===== src/rtl/player_sprite_pkg.sv =====
// Shared types and constants for the player sprite fetch path.
package player_sprite_pkg;

  typedef enum logic [1:0] {
    SEL_RUN  = 2'd0,
    SEL_DOWN = 2'd1,
    SEL_JUMP = 2'd2,
    SEL_DEAD = 2'd3
  } sel_t;

  localparam logic [3:0]  KEY_DOWN_R    = 4'h7;
  localparam logic [3:0]  KEY_DOWN_L    = 4'h8;
  localparam int unsigned SPRITE_ADDR_W = 21;
  localparam int unsigned PIX_IDX_W     = 8;
  localparam int unsigned COORD_W       = 10;

  // Animation request priority: death overrides jump overrides crouch.
  function automatic sel_t selRequest(input logic dead, input logic jumping,
                                      input logic [3:0] keycode);
    if (dead)                                          return SEL_DEAD;
    else if (jumping)                                  return SEL_JUMP;
    else if (keycode == KEY_DOWN_R || keycode == KEY_DOWN_L) return SEL_DOWN;
    else                                               return SEL_RUN;
  endfunction

endpackage


===== src/rtl/player_sprite_fetch_pipe_delay.sv =====
// Fixed-depth shift register with synchronous clear, used to align pixel
// side-band data with sprite ROM read latency.
module pipe_delay #(
  parameter int unsigned WIDTH = 1,
  parameter int unsigned DEPTH = 1
) (
  input  logic             frame_Clk,
  input  logic             Reset,
  input  logic [WIDTH-1:0] din,
  output logic [WIDTH-1:0] dout
);

  logic [WIDTH-1:0] taps [DEPTH];

  always_ff @(posedge frame_Clk) begin
    if (Reset) begin
      for (int i = 0; i < int'(DEPTH); i++) taps[i] <= '0;
    end else begin
      taps[0] <= din;
      for (int i = 1; i < int'(DEPTH); i++) taps[i] <= taps[i-1];
    end
  end

  assign dout = taps[DEPTH-1];

endmodule


===== src/rtl/player_sprite_fetch.sv =====
// Player sprite fetch: per-frame animation source select, ROM addressing,
// latency-matched pixel output. Optional blink gating via PLAYER_BLINK_EN.
module player_sprite_fetch
  import player_sprite_pkg::*;
#(
  parameter int unsigned                  ROM_LATENCY     = 2,
  parameter logic [SPRITE_ADDR_W-1:0]     ROM_DEPTH       = 21'd1_200_000,
  parameter logic [PIX_IDX_W-1:0]         TRANSPARENT_IDX = 8'h00,
  parameter int unsigned                  NUM_SRC         = 4
) (
  input  logic                               frame_Clk,
  input  logic                               Reset,
  input  logic [COORD_W-1:0]                 DrawX,
  input  logic [COORD_W-1:0]                 DrawY,
  input  logic [3:0]                         keycode,
  input  logic                               jumping,
  input  logic                               dead,
  input  logic                               invincible,
  input  logic [NUM_SRC-1:0]                 src_on,
  input  logic [NUM_SRC*SPRITE_ADDR_W-1:0]   src_addr,
  output logic [SPRITE_ADDR_W-1:0]           rom_addr,
  input  logic [PIX_IDX_W-1:0]               rom_data,
  output logic [PIX_IDX_W-1:0]               pix_idx,
  output logic                               pix_on,
  output logic [COORD_W-1:0]                 pix_x,
  output logic [COORD_W-1:0]                 pix_y,
  output logic [1:0]                         sel_state
);

  localparam int unsigned PIPE_W = 1 + 2 * COORD_W;

  sel_t                     selState, selNext, pending, reqSel;
  logic [7:0]               frameCnt;
  logic                     frameStart;
  logic [SPRITE_ADDR_W-1:0] selAddr;
  logic                     selOn;
  logic                     v0, vD, blinkOff;
  logic [COORD_W-1:0]       x0, y0, xD, yD;

  assign frameStart = (DrawX == '0) && (DrawY == '0);
  assign selAddr    = src_addr[int'(selState)*SPRITE_ADDR_W +: SPRITE_ADDR_W];
  assign selOn      = src_on[selState];
  assign sel_state  = selState;

  // Select FSM: any-to-any transition, but only at frame start to avoid tearing.
  always_comb begin
    reqSel  = selRequest(dead, jumping, keycode);
    selNext = selState;
    if (frameStart) selNext = pending;
  end

  always_ff @(posedge frame_Clk) begin
    if (Reset) begin
      selState <= SEL_RUN;
      pending  <= SEL_RUN;
      frameCnt <= 8'd0;
    end else begin
      selState <= selNext;
      pending  <= reqSel;
      if (frameStart) frameCnt <= frameCnt + 8'd1;
    end
  end

  // Stage 0: address issue; out-of-range words are flagged invalid here.
  always_ff @(posedge frame_Clk) begin
    if (Reset) begin
      rom_addr <= '0;
      v0       <= 1'b0;
      x0       <= '0;
      y0       <= '0;
    end else begin
      rom_addr <= selAddr;
      v0       <= selOn && (selAddr < ROM_DEPTH);
      x0       <= DrawX;
      y0       <= DrawY;
    end
  end

  pipe_delay #(
    .WIDTH (PIPE_W),
    .DEPTH (ROM_LATENCY)
  ) u_delay (
    .frame_Clk (frame_Clk),
    .Reset     (Reset),
    .din       ({v0, x0, y0}),
    .dout      ({vD, xD, yD})
  );

`ifdef PLAYER_BLINK_EN
  assign blinkOff = invincible && frameCnt[2];
`else
  assign blinkOff = 1'b0;
`endif

  // Frame counter is kept for debug visibility in both builds.
  logic unusedDebug;
  assign unusedDebug = &{1'b0, invincible, frameCnt};

  // Output stage: ROM data meets its delayed valid/coordinates.
  always_ff @(posedge frame_Clk) begin
    if (Reset) begin
      pix_idx <= '0;
      pix_on  <= 1'b0;
      pix_x   <= '0;
      pix_y   <= '0;
    end else begin
      pix_idx <= rom_data;
      pix_on  <= vD && (rom_data != TRANSPARENT_IDX) && !blinkOff;
      pix_x   <= xD;
      pix_y   <= yD;
    end
  end

endmodule


===== config.mk =====
export PLATFORM = sky130hd
export DESIGN_NAME = player_sprite_fetch
export DESIGN_NICKNAME = d
export VERILOG_FILES = /design/src/rtl/player_sprite_pkg.sv /design/src/rtl/player_sprite_fetch_pipe_delay.sv /design/src/rtl/player_sprite_fetch.sv
export SDC_FILE = /design/constraint.sdc
export NUM_CORES = 1
export LEC_CHECK = 0
export ABC_AREA = 1
export BUFFER_PORTS_ARGS = -buffer_cell sky130_fd_sc_hd__buf_2
export CORE_ASPECT_RATIO = 1.5
export CORE_MARGIN = 10
export CORE_UTILIZATION = 49
export CTS_BUF_LIST = sky130_fd_sc_hd__clkbuf_4 sky130_fd_sc_hd__clkbuf_8
export CTS_CLUSTER_SIZE = 20
export DETAILED_ROUTE_END_ITERATION = 16
export GPL_ROUTABILITY_DRIVEN = 1
export GPL_TIMING_DRIVEN = 0
export PLACE_DENSITY = 0.81
export SLEW_MARGIN = 20
export SYNTH_ARGS = -nofsm -noshare
export SYNTH_HDL_FRONTEND = slang
export SYNTH_SLANG_ARGS = --single-unit

===== constraint.sdc =====
create_clock -name frame_Clk -period 1.6 [get_ports frame_Clk]
set_input_delay 0.16 -clock frame_Clk [delete_from_list [all_inputs] [get_ports frame_Clk]]
set_output_delay 0.16 -clock frame_Clk [all_outputs]
set_load 0.01 [all_outputs]

# After elaboration in Yosys (flattened, before gate mapping)
# Memories as Yosys holds them, arrays and structs flattened.
# Index checks and enable logic that the tools add are counted.
[classes] bitwise=2 n_mux=10 n_eq_ne=2 n_mul=1 shifts=1 order_cmp=2 n_reduce_logical=7
[ops] cell="$shiftx A84 B8 Y21" n=1
[ops] cell="$mux W21" n=2
[ops] cell="$lt A21 B21 Y1 const B" n=1
[ops] cell="$logic_not A10 Y1" n=2
[ops] cell="$reduce_bool A8 Y1" n=1
[ops] cell="$mul A2 B5 Y7 const B" n=1
[ops] cell="$mux W1" n=5
[ops] cell="$eq A4 B3 Y1 const B" n=1
[ops] cell="$eq A4 B4 Y1 const B" n=1
[ops] cell="$mux W2" n=2
[ops] cell="$logic_and A1 B1 Y1" n=3
[ops] cell="$lt A2 B3 Y1 const B" n=1
[ops] cell="$bmux W1 S2" n=1
[ops] cell="$or A1 B1 Y1" n=2
[ops] cell="$logic_or A1 B1 Y1" n=1
[word_totals] output_inout_bits=52 word_cells=36 mem_bits_rw=42 in_bits=125 register_bits=75 n_memories=1
[mem_list] name="u_delay.taps" words=2 word_bits=21 rd=2 rd_clocked_by_memory_dff=0 write_ports=2 line="player_sprite_fetch_pipe_delay.sv:13" text="logic [WIDTH-1:0] taps [DEPTH];"

# Longest topological paths before layout
# Gate-level depths: netlist (run 1).
[depth] ltp_word=5 ltp_mapped=12 depth_no_buf=10

# Hierarchy
# Synthesis (run 1) repeated with hierarchy kept, for this count alone.
[hier_totals] hier_cells=601 hier_area_um2=4445.5
[by_module_without_submodules] mod="player_sprite_fetch" area_per_inst_um2=3075.4 cells_each=449 seq_area_each_um2=1501.4 n_inst=1
[by_module_without_submodules] mod="pipe_delay" area_per_inst_um2=1370.1 cells_each=152 seq_area_each_um2=840.8 n_inst=1

# Worst setup path before layout (run 1)
# Ideal clock, no wire load.
[synth_path] path_kind="register to register" start="reg selState[0] (netlist: sel_state[0])" end="reg v0" setup_ns=0.116 setup_slack_ns=0.283 stages_incl_launch_ff=12 n_path_buf=2 period_less_slack_ns=1.317 arrival_ns=1.201 required_ns=1.484 cell_sequence="dfxtp_1 -> buf_6 -> inv_2 -> buf_4 -> nand2_1 -> nand2_1 -> nand2_1 -> nand2_1 -> nor2_1 -> nand2_1 -> nor2_1 -> a21oi_2"
[synth_via] elab_chain_len=4 word_cells_on_any_way=6 cone_classes="1 x mul; 1 x order compare; 1 x shift; 2 x mux; 1 x reduce/logical"
[synth_rtl] item="start, declared" line="player_sprite_fetch.sv:32" text="sel_t selState, selNext, pending, reqSel;"
[synth_rtl] item="start signal, assigned" line="player_sprite_fetch.sv:58" text="selState <= selNext;"
[synth_rtl] item="$mul A2 B5 Y7" line="player_sprite_fetch.sv:41" text="assign selAddr = src_addr[int'(selState)*SPRITE_ADDR_W +: SPRITE_ADDR_W];"
[synth_rtl] item="$shiftx A84 B8 Y21" line="player_sprite_fetch.sv:41"
[synth_rtl] item="$lt A21 B21 Y1" line="player_sprite_fetch.sv:73" text="v0 <= selOn && (selAddr < ROM_DEPTH);"
[synth_rtl] item="$logic_and A1 B1 Y1 (*)" line="player_sprite_fetch.sv:73"
[synth_rtl] item="end signal, assigned" line="player_sprite_fetch.sv:73"
[synth_rtl] item="end, declared" line="player_sprite_fetch.sv:37" text="logic v0, vD, blinkOff;"
# Every way passes the cells marked *; elsewhere a longest branch is shown, timed or not. The select of a mux whose other input is x is not followed.
# A chain may end at the register's enable or synchronous reset.

# Worst setup path in the final report (run 1)
[layout_path] start="reg selState[0] (netlist: sel_state[0])" end="reg rom_addr[0]"
[layout_via] elab_chain_len=2
[layout_rtl] item="$mul A2 B5 Y7" line="player_sprite_fetch.sv:41"
[layout_rtl] item="$shiftx A84 B8 Y21" line="player_sprite_fetch.sv:41"
[layout_rtl] item="end signal, assigned" line="player_sprite_fetch.sv:72" text="rom_addr <= selAddr;"
[layout_rtl] item="end, declared" line="player_sprite_fetch.sv:21" text="output logic [SPRITE_ADDR_W-1:0] rom_addr,"
# No other way between the ends.

==> results of run 1 <==
flip-flops by register name, summed over array words and instances, names as in the netlist:
signal / cells
pix_y: 10
y0: 10
x0: 10
rom_addr: 21
u_delay.taps: 42
pending: 2
v0: 1
pix_idx: 8
sel_state: 2
pix_on: 1
pix_x: 10
layer usage:
layer  up-vias  share of wire [%]  GRT usage, %
met5         -                  0             0
met2       201                 51          34.1
li1       2154                  -             -
met1      1879                 33          17.3
met4         0                4.4          12.1
met3        42                 11          10.5
final timing paths:
check                                  from                      to  slack, ps  cells past startpoint
max               sel_state[0]$_SDFFE_PP0P_  rom_addr[0]$_SDFF_PP0_         80                      6
min                            src_addr[66]  rom_addr[3]$_SDFF_PP0_         30                      3
max reg2reg       sel_state[0]$_SDFFE_PP0P_  rom_addr[0]$_SDFF_PP0_         80                      6
min reg2reg  u_delay.taps[0][28]$_SDFF_PP0_     pix_y[7]$_SDFF_PP0_        390                      2
logic make-up after synthesis:
kind of cell,Yosys count,synth area share [%]
and+or+nand+nor,291,27.1
buffers and inverters,137,13.3
AOI/OAI and AO/OA,35,4.56
DFF,117,55.1
per-stage QoR:
step / instance area [sq um] / utilization, %
after detailed placement: 5250 / 62.1
final: 5970 / 70.6
after global routing: 5970 / 70.6
after global placement: 5250 / 62.1
after floorplan: 4250 / -
after CTS: 5950 / 70.3
power by group:
part | total (mW) | switching (mW) | internal (mW)
Clock | 2.53 | 1.22 | 1.31
Sequential | 3.05 | 0.0271 | 3.03
Combinational | 0.554 | 0.283 | 0.271
placed cells by master, fill, tap and decap left out, drive strengths merged:
master,Yosys,routed
dfxtp,117,117
nor2,148,148
buf,20,192
a21oi,13,13
nor4,1,1
nand3,30,30
nand4,6,6
clkbuf,8,30
dlygate4sd3,0,32
inv,109,115
o21ai,20,20
clkinvlp,0,4
nand2,106,106
bufinv,0,1
o22a,1,1
clkinv,0,2
o211ai,1,1
area by class of cell:
cell class	instances	area, sq um	share of cell area [%]
Sequential cell	117	2340	39.2
Buffer	28	166	2.79
Clock inverter	13	123	2.05
Tap cell	107	134	2.24
Timing Repair Buffer	207	1200	20.1
Clock buffer	19	255	4.27
Inverter	109	409	6.85
Multi-Input combinational cell	326	1350	22.5
what timing repair did:
| action | 4_1_cts | 5_1_grt |
|---|---|---|
| buffers inserted | 0 | 1 |
| setup endpoints to repair | 0 | 1 |
| hold buffers | 32 | 0 |
| resized for setup | 0 | 7 |
| endpoints found under the hold margin | 32 | 0 |
worst max-delay path: stages, from the launching register on:
cell and delay (ps):
dfxtp_1 320, buf_6 140, inv_2 70, buf_4 180, clkbuf_1 340, o21ai_0 180
a21oi_1 210
==> run_results.csv, run 1 <==
group,metric,value,unit
floorplanning,placementRows,41,
yosys,syn_inst,580,
floorplanning,coreArea,8460,sq um
yosys,synth-async-reset-ratio,0,%
critical_path,worst_ep_required_time,1940,ps
critical_path,arrival,1860,ps
sta,setup_violations,0,
placement,dp_slack,47.1,ps
power_and_ir_drop,power,6.14,mW
placement,place_hpwl,9410,microns
clock_network,cts-root-buf,"clkbuf_8",
placement,routabilityCongestion,0.909,
routing,routed_wirelength,12300,microns
yosys,ys_seq_elements,117,
clock_network,cts_sinks,117,
yosys,ys_seq_area_share,55.1,%
floorplanning,start_util,50.2,%
sta,skew,7.98,ps
sta,drv_slew,0,
sta,totalNegativeSetupSlack,0,ps
layout,area_growth,40.6,%
outcome,outcome,"complete, no violations",
yosys,synth_ff_type,"dfxtp_1",
power_and_ir_drop,p_per_area,1030,nW/um^2
global_routing,grt_pass1_vias,4628,
power_and_ir_drop,leakage,3.17,nW
worst_hold_path,hold_class,"input port to register",
critical_path,cp_max_fo,10,
global_routing,grt_usage,19.8,%
routing,vias,4276,
yosys,yosysWarnings,0,
layout,num-fill-cells,691,
routing,drc,0,
global_routing,grt_max_degree,17,
routing,drtPass1Iterations,5,
clock_network,htreeDepth,4,
yosys,synthesis.area,4250,sq um
floorplanning,pin_count,177,
sta,finalCriticalPeriod,1520,ps
floorplanning,fp.dieW,96.0,microns
floorplanning,die_y,134,microns
sta,slew_headroom,58.7,%
layout,drive_above_1_share,28.0,%
yosys,synthTopCellsByCount,"nor2_1 (148), dfxtp_1 (117), inv_1 (107)",
clock_network,cts_tree,"built",
yosys,synth_cell_types,19,
yosys,synth_top_area_cell,"dfxtp_1",
layout,fin_nets,931,
sta,fin_ws,78.1,ps
clock_network,numCtsBuffers,17,
layout,n_antenna_cell,0,
critical_path,endpoint_kind,"register",
yosys,synth-edff-count,0,
job,maxCapViolations,0,
sta,rsz0062_at_grt,"no",
placement,port_buffers,174,
placement,dp_cells,861,
sta,whs,34.2,ps
global_routing,grt_first_pass_wirelength,20000,microns
yosys,syn_avg_cell_area,7.33,sq um
yosys,yosysMostFrequentCell,"nor2_1",
clock_network,clockBufferDepth,2,
sta,hold_viol_final,0,
routing,drtIter0Drc,202,
global_routing,antenna_found_initial,0,
yosys,syn_nets,705,
routing,ant_nets,0,
sta,fin_crit_sh,95.1,%
routing,vias_per_cell,4.62,
yosys,yosys-top-cells-area,"dfxtp_1 (55%), nor2_1 (13%), inv_1 (9.5%)",
global_routing,overflow,0,
critical_path,critPathKind,"register to register",
sta,max_freq,0.657,GHz
floorplanning,die-area,12900,sq um
clock_network,clkTransAtPathRegs,70,ps
power_and_ir_drop,ir_drop,0.627,mV
critical_path,crit_path_start_kind,"register",
clock_network,insertion_delay,430,ps
routing,wire_per_inst,13.3,microns
layout,fin_cells,926,
yosys,synth_top_area_share,55.1,%
sta,worst_pin_slew,619,ps
(Power assumes the default switching activity.)
==> run 2, diff against run 1 <==
--- a/config.mk
+++ b/config.mk
@@ -7,15 +7,17 @@
 export LEC_CHECK = 0
 export ABC_AREA = 1
 export BUFFER_PORTS_ARGS = -buffer_cell sky130_fd_sc_hd__buf_2
+export CELL_PAD_IN_SITES_DETAIL_PLACEMENT = 1
+export CELL_PAD_IN_SITES_GLOBAL_PLACEMENT = 1
 export CORE_ASPECT_RATIO = 1.5
 export CORE_MARGIN = 10
-export CORE_UTILIZATION = 49
+export CORE_UTILIZATION = 34
 export CTS_BUF_LIST = sky130_fd_sc_hd__clkbuf_4 sky130_fd_sc_hd__clkbuf_8
 export CTS_CLUSTER_SIZE = 20
 export DETAILED_ROUTE_END_ITERATION = 16
 export GPL_ROUTABILITY_DRIVEN = 1
 export GPL_TIMING_DRIVEN = 0
-export PLACE_DENSITY = 0.81
+export PLACE_DENSITY_LB_ADDON = 0.1
 export SLEW_MARGIN = 20
 export SYNTH_ARGS = -nofsm -noshare
 export SYNTH_HDL_FRONTEND = slang
==> run_results.csv, run 2 (synthesized netlist as in run 1, its figures left out) <==
group,metric,value,unit
floorplanning,start_util,34.3,%
worst_hold_path,hold_class,"input port to register",
sta,fin_ws,141,ps
layout,final_cell_mix,"buf_2 (176), nor2_1 (147), dfxtp_1 (116)",
layout,registers.top_by_ff_count,"u_delay.taps",
global_routing,grt_usage,16.1,%
sta,finalCriticalPeriod,1460,ps
layout,drive_above_1_share,28.3,%
placement,routabilityCongestion,0.853,
clock_network,cts-root-buf,"clkbuf_8",
layout,top_regs,"u_delay.taps x42, rom_addr x21",
routing,routed_wirelength,14200,microns
clock_network,insertion_delay,430,ps
outcome,outcome,"complete, no violations",
critical_path,crit_path_start_kind,"register",
sta,hold_viol_final,0,
floorplanning,placementRows,50,
placement,port_buffers,174,
floorplanning,die-area,17500,sq um
global_routing,grt_first_pass_wirelength,22600,microns
critical_path,crit_path_top_delay_cell,"dfxtp_2",
clock_network,clkTransAtPathRegs,80,ps
clock_network,htreeDepth,4,
floorplanning,pin_count,177,
routing,drtIter0Drc,105,
sta,drv_slew,0,
floorplanning,coreArea,12400,sq um
layout,area_growth,42.2,%
sta,setup_violations,0,
critical_path,path_cells,"buf_6, inv_2, buf_4, nand3_1, nand2_1, nor2_2, nand3_1, nand2_1, a21oi_2",
routing,vias,4248,
layout,post-route-util,48.8,%
routing,vias_per_cell,4.36,
power_and_ir_drop,leakage,3.17,nW
routing,drtPass1Iterations,4,
critical_path,endpoint_kind,"register",
placement,dp_slack,-79.3,ps
clock_network,numCtsBuffers,17,
sta,slew_headroom,57.2,%
layout,fin_nets,929,
critical_path,cp_max_fo,10,
job,maxCapViolations,0,
critical_path,arrival,1780,ps
critical_path,critPathKind,"register to register",
placement,place_hpwl,11200,microns
routing,wire_per_inst,14.6,microns
clock_network,cts_sinks,117,
power_and_ir_drop,p_per_area,1040,nW/um^2
power_and_ir_drop,ir_drop,0.518,mV
sta,max_freq,0.685,GHz
sta,totalNegativeSetupSlack,0,ps
floorplanning,fp.dieW,111,microns
clock_network,clockBufferDepth,2,
floorplanning,die_y,157,microns
sta,whs,29.9,ps
routing,drc,0,
sta,worst_pin_slew,641,ps
global_routing,antenna_found_initial,0,
layout,num-fill-cells,1657,
routing,ant_nets,0,
global_routing,overflow,0,
sta,rsz0062_at_grt,"no",
sta,skew,7.50,ps
global_routing,grt_max_degree,17,
critical_path,worst_ep_required_time,1920,ps
sta,fin_crit_sh,91.2,%
layout,largest_reg_flops,42,
layout,layout_commonest_cell,"buf_2",
critical_path,crit_path_max_incr_delay,360,ps
global_routing,grt_pass1_vias,4764,
clock_network,cts_tree,"built",
run 2: layout make-up:
cell class,instances,area (sq um),share of cell area [%]
Timing Repair Buffer,205,1180,19.5
Multi-Input combinational cell,326,1350,22.3
Clock inverter,14,154,2.55
Sequential cell,117,2340,38.8
Antenna cell,1,2.50,0.0414
Clock buffer,18,241,4.00
Tap cell,156,195,3.23
Buffer,28,170,2.82
Inverter,109,409,6.77
run 2: worst paths after layout:
kind                                  from                        endpoint  slack [ps]  depth (start not counted)
min                           src_addr[66]          rom_addr[3]$_SDFF_PP0_          30                          3
max reg2reg      sel_state[1]$_SDFFE_PP0P_                   v0$_SDFF_PP0_         140                          9
max              sel_state[1]$_SDFFE_PP0P_                   v0$_SDFF_PP0_         140                          9
min reg2reg  u_delay.taps[0][6]$_SDFF_PP0_  u_delay.taps[0][27]$_SDFF_PP0_         400                          2
run 2: per-layer routing:
metal	up-vias	wire [microns]	global-route usage, %	part of all wire (%)
met5	-	0	0	0
met4	0	380	8.23	2.7
met3	28	878	5.22	6.2
met2	127	8070	32.0	57
met1	1943	4860	13.8	34
li1	2150	-	-	-
run 2: timing repair:
action,CTS,global route
endpoints found under the hold margin,30,0
setup buffers,0,1
hold buffers,30,0
endpoints found under the setup margin,1,7
gates resized for setup,3,8
run 2: per-stage QoR:
stage	cells	instance area [sq um]	total power, mW
2_1_floorplan	580	4250	3.34
3_3_place_gp	910	5320	3.60
3_5_place_dp	910	5320	3.62
4_1_cts	972	6020	6.36
5_1_grt	973	6040	6.59
6_report	974	6040	6.28
run 2: worst max-delay path: cells and delay by family (launching register included):
| family | cells | cell delay (ps) |
|---|---|---|
| compound gates | 1 | 70 |
| buf+inv | 3 | 430 |
| flops | 1 | 360 |
| simple gates | 5 | 500 |
run 2: where the power goes:
part           leakage [nW]  internal, mW  switching (mW)
logic                  2.01         0.268           0.287
registers             0.963          3.03          0.0280
clock network         0.193          1.42            1.26
total                  3.17          4.71            1.57
==> run 3, diff against run 2 <==
--- a/config.mk
+++ b/config.mk
@@ -9,7 +9,7 @@
 export BUFFER_PORTS_ARGS = -buffer_cell sky130_fd_sc_hd__buf_2
 export CELL_PAD_IN_SITES_DETAIL_PLACEMENT = 1
 export CELL_PAD_IN_SITES_GLOBAL_PLACEMENT = 1
-export CORE_ASPECT_RATIO = 1.5
+export CORE_ASPECT_RATIO = 0.75
 export CORE_MARGIN = 10
 export CORE_UTILIZATION = 34
 export CTS_BUF_LIST = sky130_fd_sc_hd__clkbuf_4 sky130_fd_sc_hd__clkbuf_8
==> run_results.csv, run 3 (synthesized netlist as in run 1, its figures left out) <==
group,metric,value,unit
sta,hold_viol_final,0,
critical_path,arrival,1800,ps
sta,max_freq,0.672,GHz
outcome,outcome,"complete, no violations",
routing,drtPass1Iterations,4,
placement,place_hpwl,11100,microns
layout,final_cell_mix,"buf_2 (177), nor2_1 (147), dfxtp_1 (116)",
global_routing,overflow,0,
power_and_ir_drop,leakage,3.17,nW
clock_network,cts-root-buf,"clkbuf_8",
global_routing,grt_first_pass_wirelength,22700,microns
clock_network,insertion_delay,430,ps
routing,vias_per_cell,4.30,
critical_path,crit_path_start_kind,"register",
layout,fin_nets,928,
placement,port_buffers,174,
power_and_ir_drop,p_per_area,1040,nW/um^2
floorplanning,fp.dieW,149,microns
sta,drv_slew,0,
clock_network,clkTransAtPathRegs,80,ps
global_routing,grt_max_degree,17,
sta,setup_violations,0,
clock_network,htreeDepth,4,
job,maxCapViolations,0,
placement,routabilityCongestion,0.767,
layout,post-route-util,49.3,%
critical_path,critPathKind,"register to register",
layout,drive_above_1_share,28.3,%
layout,top_regs,"u_delay.taps x42, rom_addr x21",
floorplanning,placementRows,35,
worst_hold_path,hold_class,"input port to register",
layout,n_antenna_cell,0,
routing,ant_nets,0,
critical_path,cp_max_fo,10,
layout,registers.top_by_ff_count,"u_delay.taps",
routing,vias,4227,
critical_path,endpoint_kind,"register",
layout,layout_commonest_cell,"buf_2",
power_and_ir_drop,ir_drop,0.443,mV
sta,slew_headroom,57.7,%
clock_network,cts_setup_buffers,0,
clock_network,cts_sinks,117,
floorplanning,die_y,117,microns
sta,fin_crit_sh,92.9,%
routing,drc,0,
floorplanning,die-area,17400,sq um
clock_network,numCtsBuffers,17,
global_routing,grt_pass1_vias,4586,
sta,rsz0062_at_grt,"no",
sta,totalNegativeSetupSlack,0,ps
global_routing,grt_usage,16.8,%
routing,drtIter0Drc,83,
clock_network,clockBufferDepth,2,
sta,finalCriticalPeriod,1490,ps
routing,routed_wirelength,14500,microns
sta,skew,16.5,ps
floorplanning,coreArea,12300,sq um
critical_path,worst_ep_required_time,1910,ps
layout,largest_reg_flops,42,
critical_path,reg2reg_slack,110,ps
floorplanning,pin_count,177,
floorplanning,start_util,34.7,%
sta,worst_pin_slew,634,ps
global_routing,antenna_found_initial,1,
layout,area_growth,42.3,%
clock_network,cts_tree,"built",
routing,wire_per_inst,14.8,microns
-- run 3: cell types whose count changed in the layout (fill, tap and decap cells not counted), sizes merged --
cell | before | now
inv | 112 | 110
clkbuf | 29 | 30
clkinvlp | 3 | 2
clkinv | 6 | 7
diode | 1 | 0
-- run 3: area by class of cell --
class	instances	area, sq um
buffer	28	171
inverter	109	409
timing repair buffer	204	1170
sequential	117	2340
multi-input combinational	326	1350
fill	1583	6220
clock buffer	20	263
clock inverter	12	130
tap	166	208
-- run 3: final timing paths --
path                                   from  cells after the start                              to
max               sel_state[1]$_SDFFE_PP0P_                      9                   v0$_SDFF_PP0_
min                             src_addr[9]                      3          rom_addr[9]$_SDFF_PP0_
max reg2reg       sel_state[1]$_SDFFE_PP0P_                      9                   v0$_SDFF_PP0_
min reg2reg  u_delay.taps[0][11]$_SDFF_PP0_                      2  u_delay.taps[0][32]$_SDFF_PP0_
-- run 3: repair_timing --
action,in CTS,in global routing
endpoints found under the setup margin,3,2
pin swaps,0,0
hold buffers,30,0
gates resized for setup,3,9
endpoints found under the hold margin,30,0
-- run 3: routing by layer --
| metal | wire [microns] | GRT usage [%] | part of all wire (%) |
|---|---|---|---|
| met2 | 7040 | 29.6 | 48 |
| met1 | 6010 | 17.6 | 41 |
| met4 | 212 | 6.33 | 1.5 |
| met3 | 1260 | 7.15 | 8.7 |
| met5 | 0 | 0 | 0 |
-- run 3: worst max-delay path: stages (launching register included) --
cell     delay (ps)
dfxtp_1         370
buf_6           170
inv_2           110
buf_6           160
nand3_1          90
nand2_1          70
nor2_1          120
nand3_1         110
nand2_2         110
a21oi_2          50
-- run 3: where the power goes --
part | switching (mW) | internal, mW | leakage, nW | total, mW
clock network | 1.21 | 1.46 | 0.200 | 2.67
logic | 0.289 | 0.269 | 2.01 | 0.558
registers | 0.0282 | 3.03 | 0.963 | 3.05
-- run 3: through the flow --
stage / area, sq um / setup WS [ps] / cells / hold slack (ps) / power [mW]
global placement: 5330 / -44.3 / 920 / 379 / 3.60
CTS: 6030 / 5.01 / 982 / 0.842 / 6.36
floorplan: 4250 / 283 / 580 / 267 / 3.34
finish: 6040 / 113 / 982 / 26.8 / 6.28
global route: 6040 / 6.91 / 982 / 19.1 / 6.59
detailed placement: 5330 / -74.0 / 920 / 382 / 3.62
